## src/rtl/fetch_unit.sv

```systemverilog
// fetch_unit: byte-serial instruction fetcher that reads an opcode and 0-3 operand bytes, then holds them for decode/execute
//   clk, rst              : clock, synchronous active-high reset
//   mem_addr/mem_rd       : read request (address held until acknowledged)
//   mem_data/mem_ack      : read response, ignored unless a request is outstanding
//   pc_in/pc_load         : redirect target and strobe (highest priority after rst)
//   len/done              : operand count sampled in DECODE, instruction-complete strobe
//   insn/d1-d3/insn_pc    : current instruction bytes and opcode address
//   is/valid              : execute step counter (saturating) and instruction-ready flag
module fetch_unit #(
    parameter int AW = 16
) (
    input  logic          clk,
    input  logic          rst,
    output logic [AW-1:0] mem_addr,
    output logic          mem_rd,
    input  logic [7:0]    mem_data,
    input  logic          mem_ack,
    input  logic [AW-1:0] pc_in,
    input  logic          pc_load,
    input  logic [1:0]    len,
    input  logic          done,
    output logic [7:0]    insn,
    output logic [7:0]    d1,
    output logic [7:0]    d2,
    output logic [7:0]    d3,
    output logic [2:0]    is,
    output logic          valid,
    output logic [AW-1:0] insn_pc
);
    typedef enum logic [1:0] {FETCH_OP, DECODE, FETCH_OPR, EXEC} state_t;
    state_t          state_q, state_d;
    logic [AW-1:0]   fptr_q, fptr_d, insn_pc_q, insn_pc_d;
    logic [7:0]      insn_q, insn_d;
    logic [2:0][7:0] d_q, d_d;
    logic [2:0]      is_q, is_d;
    logic [1:0]      cnt_q, cnt_d, need_q, need_d;
    logic            skip_q, skip_d;
    logic            ack;
    // skip_q holds off the request for the one cycle following a redirect
    assign mem_rd   = !rst && !skip_q && (state_q == FETCH_OP || state_q == FETCH_OPR);
    assign ack      = mem_rd && mem_ack;
    assign mem_addr = fptr_q;
    assign insn     = insn_q;
    assign d1       = d_q[0];
    assign d2       = d_q[1];
    assign d3       = d_q[2];
    assign is       = is_q;
    assign valid    = state_q == EXEC;
    assign insn_pc  = insn_pc_q;
    always_comb begin
        state_d   = state_q;
        fptr_d    = fptr_q;
        insn_pc_d = insn_pc_q;
        insn_d    = insn_q;
        d_d       = d_q;
        is_d      = is_q;
        cnt_d     = cnt_q;
        need_d    = need_q;
        skip_d    = 1'b0;
        if (pc_load) begin
            fptr_d  = pc_in;
            state_d = FETCH_OP;
            is_d    = '0;
            cnt_d   = '0;
            skip_d  = 1'b1;
        end else begin
            case (state_q)
                FETCH_OP: if (ack) begin
                    insn_d    = mem_data;
                    insn_pc_d = fptr_q;
                    d_d       = '0;
                    fptr_d    = fptr_q + AW'(1);
                    cnt_d     = '0;
                    state_d   = DECODE;
                end
                DECODE: begin
                    need_d  = len;
                    state_d = len == 2'd0 ? EXEC : FETCH_OPR;
                end
                FETCH_OPR: if (ack) begin
                    d_d[cnt_q] = mem_data;
                    fptr_d     = fptr_q + AW'(1);
                    cnt_d      = cnt_q + 2'd1;
                    state_d    = cnt_d == need_q ? EXEC : FETCH_OPR;
                end
                default: begin
                    state_d = done ? FETCH_OP : EXEC;
                    is_d    = done ? 3'd0 : (is_q == 3'd7 ? 3'd7 : is_q + 3'd1);
                end
            endcase
        end
    end
    always_ff @(posedge clk) begin
        if (rst) begin
            state_q   <= FETCH_OP;
            fptr_q    <= '0;
            insn_pc_q <= '0;
            insn_q    <= '0;
            d_q       <= '0;
            is_q      <= '0;
            cnt_q     <= '0;
            need_q    <= '0;
            skip_q    <= 1'b0;
        end else begin
            state_q   <= state_d;
            fptr_q    <= fptr_d;
            insn_pc_q <= insn_pc_d;
            insn_q    <= insn_d;
            d_q       <= d_d;
            is_q      <= is_d;
            cnt_q     <= cnt_d;
            need_q    <= need_d;
            skip_q    <= skip_d;
        end
    end
endmodule
```

## config.mk

```make
export PLATFORM = sky130hd
export DESIGN_NAME = fetch_unit
export DESIGN_NICKNAME = d
export VERILOG_FILES = /design/src/rtl/fetch_unit.sv
export SDC_FILE = /design/constraint.sdc
export NUM_CORES = 1
export LEC_CHECK = 0
export CORE_MARGIN = 2
export CORE_UTILIZATION = 50
export CTS_CLUSTER_DIAMETER = 150
export DETAILED_ROUTE_END_ITERATION = 16
export PLACE_DENSITY = 0.85
export SLEW_MARGIN = 30
export SYNTH_ARGS = -nofsm -noshare
export SYNTH_HDL_FRONTEND = slang
export SYNTH_SLANG_ARGS = --single-unit
```

## constraint.sdc

```tcl
create_clock -name clk -period 5.9 [get_ports clk]
set_input_delay 1.18 -clock clk [delete_from_list [all_inputs] [get_ports clk]]
set_output_delay 1.18 -clock clk [all_outputs]
set_load 0.1 [all_outputs]
```

# [Yosys cells after proc, flatten, opt, wreduce, memory -nomap -nowiden]
# Cells that the tools add are included.
[word_totals] in_bits=31 output_inout_bits=69 regBits=74
[classes] n_eq_ne=7 order_cmp=2 muxes=21 addsub=3 n_reduce_logical=21 bitwise_logic=1
[op_table] operator="$mux 16" count=3
[op_table] operator="$mux 24" count=2
[op_table] operator="$pmux 24 s2" count=1
[op_table] operator="$bwmux 24" count=1
[op_table] operator="$add 16x1->16 const B" count=1
[op_table] operator="$demux 8 s2" count=1
[op_table] operator="$mux 2" count=5
[op_table] operator="$mux 8" count=1
[op_table] operator="$mux 3" count=2
[op_table] operator="$pmux 2 s3" count=1
[op_table] operator="$reduce_and 2->1" count=3
[op_table] operator="$reduce_and 3->1" count=2
[op_table] operator="$reduce_bool 2->1" count=3
[op_table] operator="$eq 2x2->1 const B" count=2
[op_table] operator="$logic_and 1x1->1" count=4
[op_table] operator="$logic_not 2->1" count=2
[op_table] operator="$ne 2x2->1 const B" count=2
[op_table] operator="$pmux 2 s2" count=1
[op_table] operator="$reduce_and 4->1" count=1
[op_table] operator="$reduce_or 2->1" count=2
[op_table] operator="$add 3x1->3 const B" count=1
[op_table] operator="$eq 3x3->1 const B" count=1
[op_table] operator="$lt 2x3->1 const B" count=1
[op_table] operator="$mux 1" count=3
[op_table] operator="other kinds (8)" count=9

# [Depth between registers and ports, before layout]
# Gate-level depths: netlist of run 1.
[depth] ltp_word=7 depth_mapped=8

# [Least setup slack after synthesis of run 1]
# No wires, ideal clock.
[synth_timing] path_kind="input to output" start="in rst" end="out mem_rd" required_ns=4.720 setup_slack_ns=1.151 cell_stages=3 arrival_ns=3.569 cell_sequence="buf_6 > clkbuf_1 > nor3_1"
[synth_via] elab_chain_len=3
[synth_rtl] element="start: declaration" line_no="13" text="input logic rst,"
[synth_rtl] element="$logic_not 1->1" line_no="40" text="assign mem_rd = !rst && !skip_q && (state_q == FETCH_OP || state_q == FETCH_OPR);"
[synth_rtl] element="$logic_and 1x1->1 (2 in a row)" line_no="40"
[synth_rtl] element="end: declaration" line_no="15" text="output logic mem_rd,"
# No other way between the ends.

# [Final worst setup path of run 1]
[layout_timing] start="reg state_q[0]" end="out mem_rd"
[layout_via] elab_chain_len=3 word_cells_on_any_way=4 classes_between="eq/ne: 1; reduce/logical: 3"
[layout_rtl] element="start: declaration" line_no="31" text="state_t state_q, state_d;"
[layout_rtl] element="start signal: assignment" line_no="105" text="state_q <= state_d;"
[layout_rtl] element="$eq 2x2->1 / $logic_not 2->1 (equally long branches)" line_no="40"
[layout_rtl] element="$logic_or 1x1->1 (*)" line_no="40"
[layout_rtl] element="$logic_and 1x1->1 (*)" line_no="40"
# Mark *: on every way between the ends. The rest lies on a longest branch, timed or not.

==> results by group, run 1 <==
Run status
  • Outcome: complete, no violations

CTS
  • Hold_buf cts: 0
  • CTS buffer count: 9
  • Number of H-tree levels: 3
  • Post-CTS sizing: 0
  • CTS tree: built
  • Clock insertion delay at the later pin of the skew report: 340 ps
  • Postcts setup bufs: 0
  • Cell chosen for the clock root: clkbuf_8
  • Maximum number of buffers from clock root to sink: 2
  • Sinks on the clock net: 74
  • Clock-pin slew on the worst setup and hold paths: 80 ps

Global routing
  • Via count of the first global-routing pass: 2996
  • Pin count of the biggest net entering global routing: 72
  • Gr ovfl total: 0
  • Number of antenna violations at the first check in global routing: 0
  • All-layer global routing usage: 24.7%
  • Grt peak-use layer: met2
  • Fraction of met3 tracks used by global routing: 5.64%
  • GRT met1 Usage: 30.7%
  • Global-route met2 utilization: 41.9%
  • First-pass GRT wire length: 14100 µm

Floorplanning
  • Total I/O pin count: 100
  • Cell Rows: 29
  • Die span in x: 83.7 µm
  • DIE AREA: 7010 µm²
  • Starting density of the core: 50.9%
  • Die height: 83.7 µm
  • Area of the core region: 6240 µm²

Pwr
  • Ratio of total power to cell area: 269 nW/µm²
  • Largest vdd supply drop: 183 µV
  • Logic gate share of total power: 15.8%
  • Net switching power: 342 µW
  • Cell internal power dissipation: 848 µW
  • Sw Ratio: 28.7%
  • Portion of total power attributed to the clock network: 39.6%
  • Sequential fraction of design power: 44.5%
  • Leakage power total: 0.00148 µW

Synthesis
  • Share of async-settable or async-resettable flops after synthesis: 0%
  • Yosys warning total: 0
  • Count of flip-flops with a built-in enable after synthesis: 0
  • Leading cell type by number of instances after synthesis: dfxtp_1
  • Top cell type by total area after synthesis: dfxtp_1
  • Most frequent cells after synthesis: 74 x dfxtp_1, 60 x nand2_1, 45 x nor2_1
  • Number of synthesized register bits: 74
  • Sequential fraction of the synthesis area: 46.6%
  • Number of nets in the synthesized netlist: 418
  • Synth top area cells: dfxtp_1 47%, nand2_1 7.1%, a22oi_1 5.9%
  • Average size of a mapped cell: 8.43 µm²
  • Post-synth cell types: 41
  • Predominant post-synthesis flop cell: dfxtp_1
  • Fraction of synthesized cell area taken by the top area cell type: 46.6%
  • Post-Syn Instances: 377
  • Netlist area before placement: 3180 µm²

Run
  • Max Cap Violations: 0

Placement
  • Area post-placement: 4170 µm²
  • Number of I/O port buffers: 99
  • Gp weighted congestion: 0.816
  • Final HPWL from detailed placement: 6010 µm

Cells and area
  • Number of nets in the finished design: 504
  • Fin area: 4420 µm²
  • Antenna diode count: 0
  • Area overhead of the layout relative to synthesis: 38.9%
  • Number of filler instances in the final layout: 487
  • Fraction of layout instances using a drive strength above 1: 4.70%

Drt
  • Per-cell routed wire length: 15.9 µm
  • # DRC: 0
  • Drt first-iter violations: 238
  • Post-detailed-route via-to-cell ratio: 5.77
  • Remaining antenna violation count: 0
  • Sum of routed wire length over all layers: 8660 µm
  • DRT Pass-1 Iters: 4
  • Routed via count: 3143

Critical path
  • Slowest-stage cell, CP: clkdlybuf4s50_1
  • Capturing point of the worst reg2reg path: mem_addr[15]
  • Worst-path cell chain: inv_1 > ha_1 > nor2_1 > nor3_1 > clkdlybuf4s50_1
  • Kind of cell with the highest combined delay on the critical path: buffers and inverters
  • Count of cells along the worst register-to-register path: 6
  • Stage delay of the slowest cell on the critical path: 1000 ps
  • Bufs and invs on worst path: 2
  • Worst Setup Start Kind: register
  • Worst setup slack for register-to-register paths: 3100 ps
  • Data arrival time of the critical path: 3080 ps
  • End point of the critical path: mem_rd
  • Critical path start-end classification: register to output pin
  • Crit Path Max Fanout: 13
  • Category of the worst setup path capture point: output pin
  • Critical path data required time: 4720 ps
  • Critical path depth: 5
  • Source of the worst register-to-register timing path: state_q[0]
  • Worst setup startpoint: state_q[0]

Timing
  • Headroom to the max-slew limit: 32.6%
  • Final setup violation count: 0
  • Final number of hold-violating endpoints: 0
  • Max Fclk: 235 MHz
  • Setup TNS after final layout: 0 ps
  • Transition at the pin with the smallest max-transition slack: 1010 ps
  • Count of final max-slew check failures: 0
  • Shortest clock period the worst path allows after layout: 4260 ps
  • Unrepaired setup endpoints after global routing: false
  • Share of the clock period used by the worst path: 72.3%
  • Worst-case clock skew: 9.42 ps

Min path
  • Worst min path class: register to register
==> registers in the layout, indices dropped and copies added, names as in the netlist <==
register  flops
cnt_q         2
d1            8
d2            8
d3            8
insn          8
insn_pc      16
is            3
mem_addr     16
need_q        2
skip_q        1
state_q       2
==> worst min path at each step <==
stage,endpoint,from,slack [ps],depth (start not counted)
final,insn[0],insn[0],450,2
after global placement,insn[2],insn[2],440,2
after detailed placement,insn[2],insn[2],450,2
after global routing,insn[0],insn[0],470,2
after floorplan,cnt_q[1],cnt_q[1],450,2
after CTS,insn[0],insn[0],460,2
==> kinds of logic after synthesis <==
kind of cell	synth area share, %
buf+inv	4.80
compound gates	19.8
fa+ha+maj	3.94
flops	46.6
simple gates	22.2
mux	0.945
xor+xnor	1.65
==> power by group through the flow <==
stage               registers (µW)  logic (µW)  clock network [µW]
floorplan                      618        49.3                   0
global placement               541         185                   0
detailed placement             541         187                   0
CTS                            529         188                 475
global route                   531         197                 501
finish                         530         188                 472
==> layout make-up <==
type                            instances  area, µm²  area share (%)
Tap cell                               77       96.3            2.18
Inverter                               12       45.0            1.02
Clock buffer                           10        128            2.89
Sequential cell                        74       1480            33.5
Multi-Input combinational cell        265       1550            35.1
Timing Repair Buffer                  101       1000            22.7
Clock inverter                          6        115            2.61
==> tightest hold or removal path, cell delays in order, from the launching register on <==
cell	delay (ps)
dfxtp_1	310
nand2_1	50
a21oi_1	50
==> metal layers <==
metal / vias up / routed length, µm
met3: 15 / 577
met5: - / 0
li1: 1521 / -
met4: 0 / 166
met2: 116 / 4330
met1: 1491 / 3580
==> per-stage QoR <==
stage	util, %	setup slack [ps]	total power [µW]	hold slack [ps]	cells
4_1_cts	70.8	1650	1190	458	545
6_report	70.8	1640	1190	455	545
3_3_place_gp	66.8	1990	726	441	529
2_1_floorplan	-	1150	667	449	377
5_1_grt	70.8	1440	1230	475	545
3_5_place_dp	66.9	2050	728	449	529
==> layout by cell type (no fill, tap or decap), types with 4 or more instances in the layout <==
cell type	synthesis	layout
o31ai_1	4	4
ha_1	10	10
a22oi_1	25	25
dfxtp_1	74	74
nand2_1	60	60
o221ai_1	4	4
nor3_1	9	9
or4_1	5	5
nor2_1	45	45
a211oi_1	8	8
and4_1	5	5
or3_1	4	4
clkdlybuf4s50_1	0	98
nor4_1	4	4
xnor2_1	5	5
a21oi_1	33	33
a311oi_1	7	7
inv_1	11	11
clkbuf_8	0	9
nand3_1	8	8
Note: power is estimated with default switching activity, not from simulation.
==> run 2, diff against run 1 <==
Settings changed: CORE_UTILIZATION 50 to 42, PLACE_DENSITY 0.85 to 0.76.
Clock period 5.9 ns to 3.6 ns, I/O delays scaled along.
==> results by group, run 2 (synthesis gave the netlist of run 1 again) <==
CTS
  • Post-CTS sizing: 0 (unchanged)
  • Clock insertion delay at the later pin of the skew report: 360 ps (+20 ps)
  • CTS tree: built
  • Postcts setup bufs: 0 (unchanged)
  • Clock-pin slew on the worst setup and hold paths: 90 ps (about the same)
  • Maximum number of buffers from clock root to sink: 2 (unchanged)
  • Sinks on the clock net: 74 (unchanged)
  • Cell chosen for the clock root: clkbuf_8
  • Number of H-tree levels: 3 (unchanged)
  • Hold_buf cts: 0 (unchanged)
  • CTS buffer count: 9 (unchanged)

Cells and area
  • Most common library cell in the layout ignoring fill and taps: clkdlybuf4s50_1
  • Area overhead of the layout relative to synthesis: 39.5%
  • Number of standard cells in the layout, taps in and fillers out: 571 (+4.8%)
  • Commonest cells after routing, fill and taps aside: 95 x clkdlybuf4s50_1, 74 x dfxtp_1, 60 x nand2_1, 45 x nor2_1, 33 x a21oi_1
  • Number of nets in the finished design: 508 (+0.79%)
  • Number of filler instances in the final layout: 658 (+35%)
  • Fraction of layout instances using a drive strength above 1: 6.36% (+1.7 points)
  • Antenna diode count: 0 (unchanged)

Floorplanning
  • Cell Rows: 31 (+6.9%)
  • Total I/O pin count: 100 (unchanged)
  • Area of the core region: 7290 µm² (+17%)
  • Die height: 91.0 µm (+8.7%)
  • Starting density of the core: 43.6% (-7.3 points)
  • DIE AREA: 8280 µm² (+18%)
  • Die span in x: 91.0 µm (+8.7%)

Global routing
  • First-pass GRT wire length: 13800 µm (-2.6%)
  • All-layer global routing usage: 20.9% (-3.8 points)
  • Via count of the first global-routing pass: 2846 (-5.0%)
  • Gr ovfl total: 0 (unchanged)
  • Number of antenna violations at the first check in global routing: 0 (unchanged)
  • Pin count of the biggest net entering global routing: 41 (-43%)

Drt
  • DRT Pass-1 Iters: 4 (unchanged)
  • # DRC: 0 (unchanged)
  • Remaining antenna violation count: 0 (unchanged)
  • Post-detailed-route via-to-cell ratio: 5.46 (-5.3%)
  • Per-cell routed wire length: 15.0 µm (-5.3%)
  • Drt first-iter violations: 210 (-12%)
  • Sum of routed wire length over all layers: 8590 µm (-0.80%)
  • Routed via count: 3118 (-0.80%)

Timing
  • Final setup violation count: 0 (unchanged)
  • Shortest clock period the worst path allows after layout: 3040 ps
  • Worst-case clock skew: 8.25 ps (-1.17 ps)
  • Max Fclk: 329 MHz
  • Unrepaired setup endpoints after global routing: false
  • Count of final max-slew check failures: 0 (unchanged)
  • Share of the clock period used by the worst path: 84.4%
  • Setup TNS after final layout: 0 ps (unchanged)
  • Final number of hold-violating endpoints: 0 (unchanged)
  • Transition at the pin with the smallest max-transition slack: 1010 ps (-2.16 ps)
  • Headroom to the max-slew limit: 32.8% (+0.14 points)

Critical path
  • Data arrival time of the critical path: 2320 ps (-760 ps)
  • Stage delay of the slowest cell on the critical path: 650 ps (-350 ps)
  • Critical path start-end classification: register to output pin
  • Count of cells along the worst register-to-register path: 6 (unchanged)
  • Kind of cell with the highest combined delay on the critical path: simple AND/OR/NAND/NOR gates
  • Source of the worst register-to-register timing path: state_q[0]
  • Bufs and invs on worst path: 2 (unchanged)
  • Slowest-stage cell, CP: nor2_1
  • Critical path depth: 5 (unchanged)
  • Worst setup slack for register-to-register paths: 850 ps (-2250 ps)
  • Worst Setup Start Kind: register
  • Critical path data required time: 2880 ps (-1840 ps)
  • Category of the worst setup path capture point: output pin
  • Crit Path Max Fanout: 13 (unchanged)
  • End point of the critical path: mem_rd
  • Worst-path cell chain: inv_1 > ha_1 > nor2_1 > nor3_2 > buf_4
  • Capturing point of the worst reg2reg path: mem_addr[11]
  • Worst setup startpoint: state_q[0]

Pwr
  • Ratio of total power to cell area: 421 nW/µm² (+56%)
  • Overall power of the completed layout: 1870 µW (+57%)
  • Leakage power total: 0.00149 µW (+0.51%)
  • Largest vdd supply drop: 241 µV (+32%)

Placement
  • Gp weighted congestion: 0.772 (-5.4%)
  • Placed Cells: 555 (+4.9%)
  • Final HPWL from detailed placement: 6010 µm (about the same)
  • Number of I/O port buffers: 99 (unchanged)

Run status
  • Outcome: complete, no violations

Run
  • Max Cap Violations: 0 (unchanged)

Min path
  • Worst min path class: register to register
## run 2: through the flow
step / hold slack [ps] / area (µm²) / utilization (%) / worst slack (ps)
2_1_floorplan: 449 / 3180 / - / 640
3_3_place_gp: 442 / 4220 / 57.9 / 751
3_5_place_dp: 446 / 4220 / 57.9 / 712
4_1_cts: 457 / 4440 / 60.8 / 553
5_1_grt: 472 / 4440 / 60.8 / 329
6_report: 454 / 4440 / 60.8 / 560
## run 2: how the worst min path moves through the flow
stage / end / from / slack, ps / depth (start not counted)
2_1_floorplan: cnt_q[1] / cnt_q[1] / 450 / 2
5_1_grt: insn_pc[9] / insn_pc[9] / 470 / 2
6_report: insn_pc[12] / insn_pc[12] / 450 / 2
4_1_cts: insn_pc[12] / insn_pc[12] / 460 / 2
3_5_place_dp: insn_pc[12] / insn_pc[12] / 450 / 2
3_3_place_gp: insn_pc[9] / insn_pc[9] / 440 / 2
## run 2: area by class of cell
cell class              count  area, µm²  area share (%)
flip-flops and latches     74       1480            33.4
well taps                  99        124            2.79
repair buffers            105       1020            23.1
clock inverters             6       73.8            1.66
multi-input cells         265       1550            35.0
inverters                  12       45.0            1.02
clock buffers              10        138            3.10
## run 2: worst min-delay path, delay by kind of cell (launching register included)
kind | cells | cell delay, ps
compound gates | 1 | 50
flops | 1 | 310
simple gates | 1 | 50
## run 2: layer usage
layer  vias up  share of wire, %  GRT usage, %  routed length [µm]
met5         -                 0             0                   0
li1       1523                 -             -                   -
met4         0               2.0          7.95                 174
met3        12               4.2          5.56                 363
met2        78                49          34.3                4190
met1      1505                45          26.1                3860
## run 2: power breakdown
group | switching, µW | leakage (µW) | internal, µW
sequential | 27.9 | 0.000601 | 838
clock | 341 | 0.000101 | 347
combinational | 222 | 0.000788 | 89.4
total | 590 | 0.00149 | 1270
==> run 3, diff against run 2 <==
Settings changed: CORE_UTILIZATION 42 to 46, PLACE_DENSITY 0.76 to 0.79.
Clock period 3.6 ns to 2.9 ns, I/O delays scaled along.
==> results by group, run 3 (synthesis gave the netlist of run 1 again) <==
Pwr
  • Largest vdd supply drop: 393 µV (+63%)
  • Ratio of total power to cell area: 536 nW/µm² (+27%)
  • Leakage power total: 0.00164 µW (+9.8%)

Run
  • Max Cap Violations: 0 (unchanged)

Cells and area
  • Commonest cells after routing, fill and taps aside: 77 x buf_4, 74 x dfxtp_1, 60 x nand2_1, 45 x nor2_1, 33 x a21oi_1
  • Number of nets in the finished design: 511 (+0.59%)
  • Number of standard cells in the layout, taps in and fillers out: 555 (-2.8%)
  • Most common library cell in the layout ignoring fill and taps: buf_4
  • Register Area: 1480 µm² (unchanged)
  • Fraction of layout instances using a drive strength above 1: 20.8% (+14 points)
  • Combined area of the multi-input logic cells: 1550 µm² (unchanged)
  • Area overhead of the layout relative to synthesis: 34.6%
  • Utilization after layout: 63.3% (+2.5 points)
  • Antenna diode count: 0 (unchanged)
  • Number of filler instances in the final layout: 599 (-9.0%)

Floorplanning
  • Cell Rows: 30 (-3.2%)
  • Die span in x: 87.1 µm (-4.3%)
  • Die height: 87.1 µm (-4.3%)
  • DIE AREA: 7590 µm² (-8.3%)
  • Starting density of the core: 47.1% (+3.5 points)
  • Total I/O pin count: 100 (unchanged)
  • Area of the core region: 6760 µm² (-7.3%)

Drt
  • Post-detailed-route via-to-cell ratio: 5.59 (+2.5%)
  • # DRC: 0 (unchanged)
  • Sum of routed wire length over all layers: 8350 µm (-2.8%)
  • Remaining antenna violation count: 0 (unchanged)
  • Routed via count: 3105 (-0.42%)
  • Drt first-iter violations: 195 (-7.1%)
  • DRT Pass-1 Iters: 4 (unchanged)
  • Per-cell routed wire length: 15.0 µm (about the same)

CTS
  • Number of H-tree levels: 3 (unchanged)
  • Post-CTS sizing: 0 (unchanged)
  • Clock-pin slew on the worst setup and hold paths: 80 ps (about the same)
  • CTS buffer count: 9 (unchanged)
  • CTS tree: built
  • Hold_buf cts: 0 (unchanged)
  • Sinks on the clock net: 74 (unchanged)
  • Postcts setup bufs: 0 (unchanged)
  • Maximum number of buffers from clock root to sink: 2 (unchanged)
  • Cell chosen for the clock root: clkbuf_8
  • Clock insertion delay at the later pin of the skew report: 350 ps (about the same)

Critical path
  • Worst Setup Start Kind: register
  • Critical path start-end classification: register to register
  • Critical path data required time: 3150 ps (+270 ps)
  • Data arrival time of the critical path: 2680 ps (+360 ps)
  • Category of the worst setup path capture point: register
  • Crit Path Max Fanout: 12 (-1)

Timing
  • Headroom to the max-slew limit: 54.2% (+21 points)
  • Max Fclk: 412 MHz
  • Worst-case clock skew: 11.8 ps (+3.59 ps)
  • Transition at the pin with the smallest max-transition slack: 686 ps (-319 ps)
  • Final setup violation count: 0 (unchanged)
  • Share of the clock period used by the worst path: 83.6%
  • Unrepaired setup endpoints after global routing: false
  • Shortest clock period the worst path allows after layout: 2430 ps
  • Final number of hold-violating endpoints: 0 (unchanged)
  • Count of final max-slew check failures: 0 (unchanged)
  • Setup TNS after final layout: 0 ps (unchanged)

Global routing
  • Gr ovfl total: 0 (unchanged)
  • First-pass GRT wire length: 13200 µm (-3.9%)
  • Via count of the first global-routing pass: 2779 (-2.4%)
  • Pin count of the biggest net entering global routing: 63 (+54%)
  • Number of antenna violations at the first check in global routing: 0 (unchanged)
  • All-layer global routing usage: 22.0% (+1.1 points)

Min path
  • Worst min path class: register to register

Run status
  • Outcome: complete, no violations

Placement
  • Placed Cells: 539 (-2.9%)
  • Gp weighted congestion: 0.846 (+9.6%)
  • Number of I/O port buffers: 99 (unchanged)
  • Final HPWL from detailed placement: 6080 µm (+1.2%)
run 3: cell count changes in the layout (fill, tap and decap cells not counted), sizes merged:
cell / change
clkdlybuf4s50: -66
buf: +69
run 3: metal layers:
layer,track usage (%),vias up,wire length [µm]
li1,-,1537,-
met1,28.6,1450,3670
met2,35.9,105,4040
met3,3.79,13,476
met4,9.51,0,160
met5,0,-,0
run 3: worst paths after layout:
check	from	end	slack, ps	cells past startpoint
setup reg to reg	state_q[1]	mem_addr[15]	470	5
hold / removal	insn_pc[3]	insn_pc[3]	460	2
hold reg to reg	insn_pc[3]	insn_pc[3]	460	2
setup / recovery	state_q[1]	mem_addr[15]	470	5
run 3: layout make-up:
| class | instances | share of cell area [%] |
|---|---|---|
| Clock buffer | 10 | 3.22 |
| Clock inverter | 6 | 1.67 |
| Sequential cell | 74 | 34.6 |
| Tap cell | 80 | 2.34 |
| Inverter | 12 | 1.05 |
| Timing Repair Buffer | 108 | 20.9 |
| Multi-Input combinational cell | 265 | 36.2 |
run 3: critical path, stage by stage, from the launching register on:
cell and delay (ps):
dfxtp_1 400, ha_1 340, nor2_1 90, or4_1 690, or4_1 570, a311oi_1 250
run 3: where the power goes:
| group | internal, µW | switching [µW] | total, µW |
|---|---|---|---|
| combinational | 109 | 279 | 388 |
| sequential | 1040 | 33.7 | 1070 |
| clock | 428 | 403 | 831 |
run 3: through the flow:
stage	instance area, µm²	power [µW]	hold WS, ps	setup slack (ps)
after global placement	4070	1480	443	182
after CTS	4280	2310	459	473
final	4280	2290	456	475
after floorplan	3180	1360	449	112
after detailed placement	4070	1490	448	147
after global routing	4280	2360	481	316
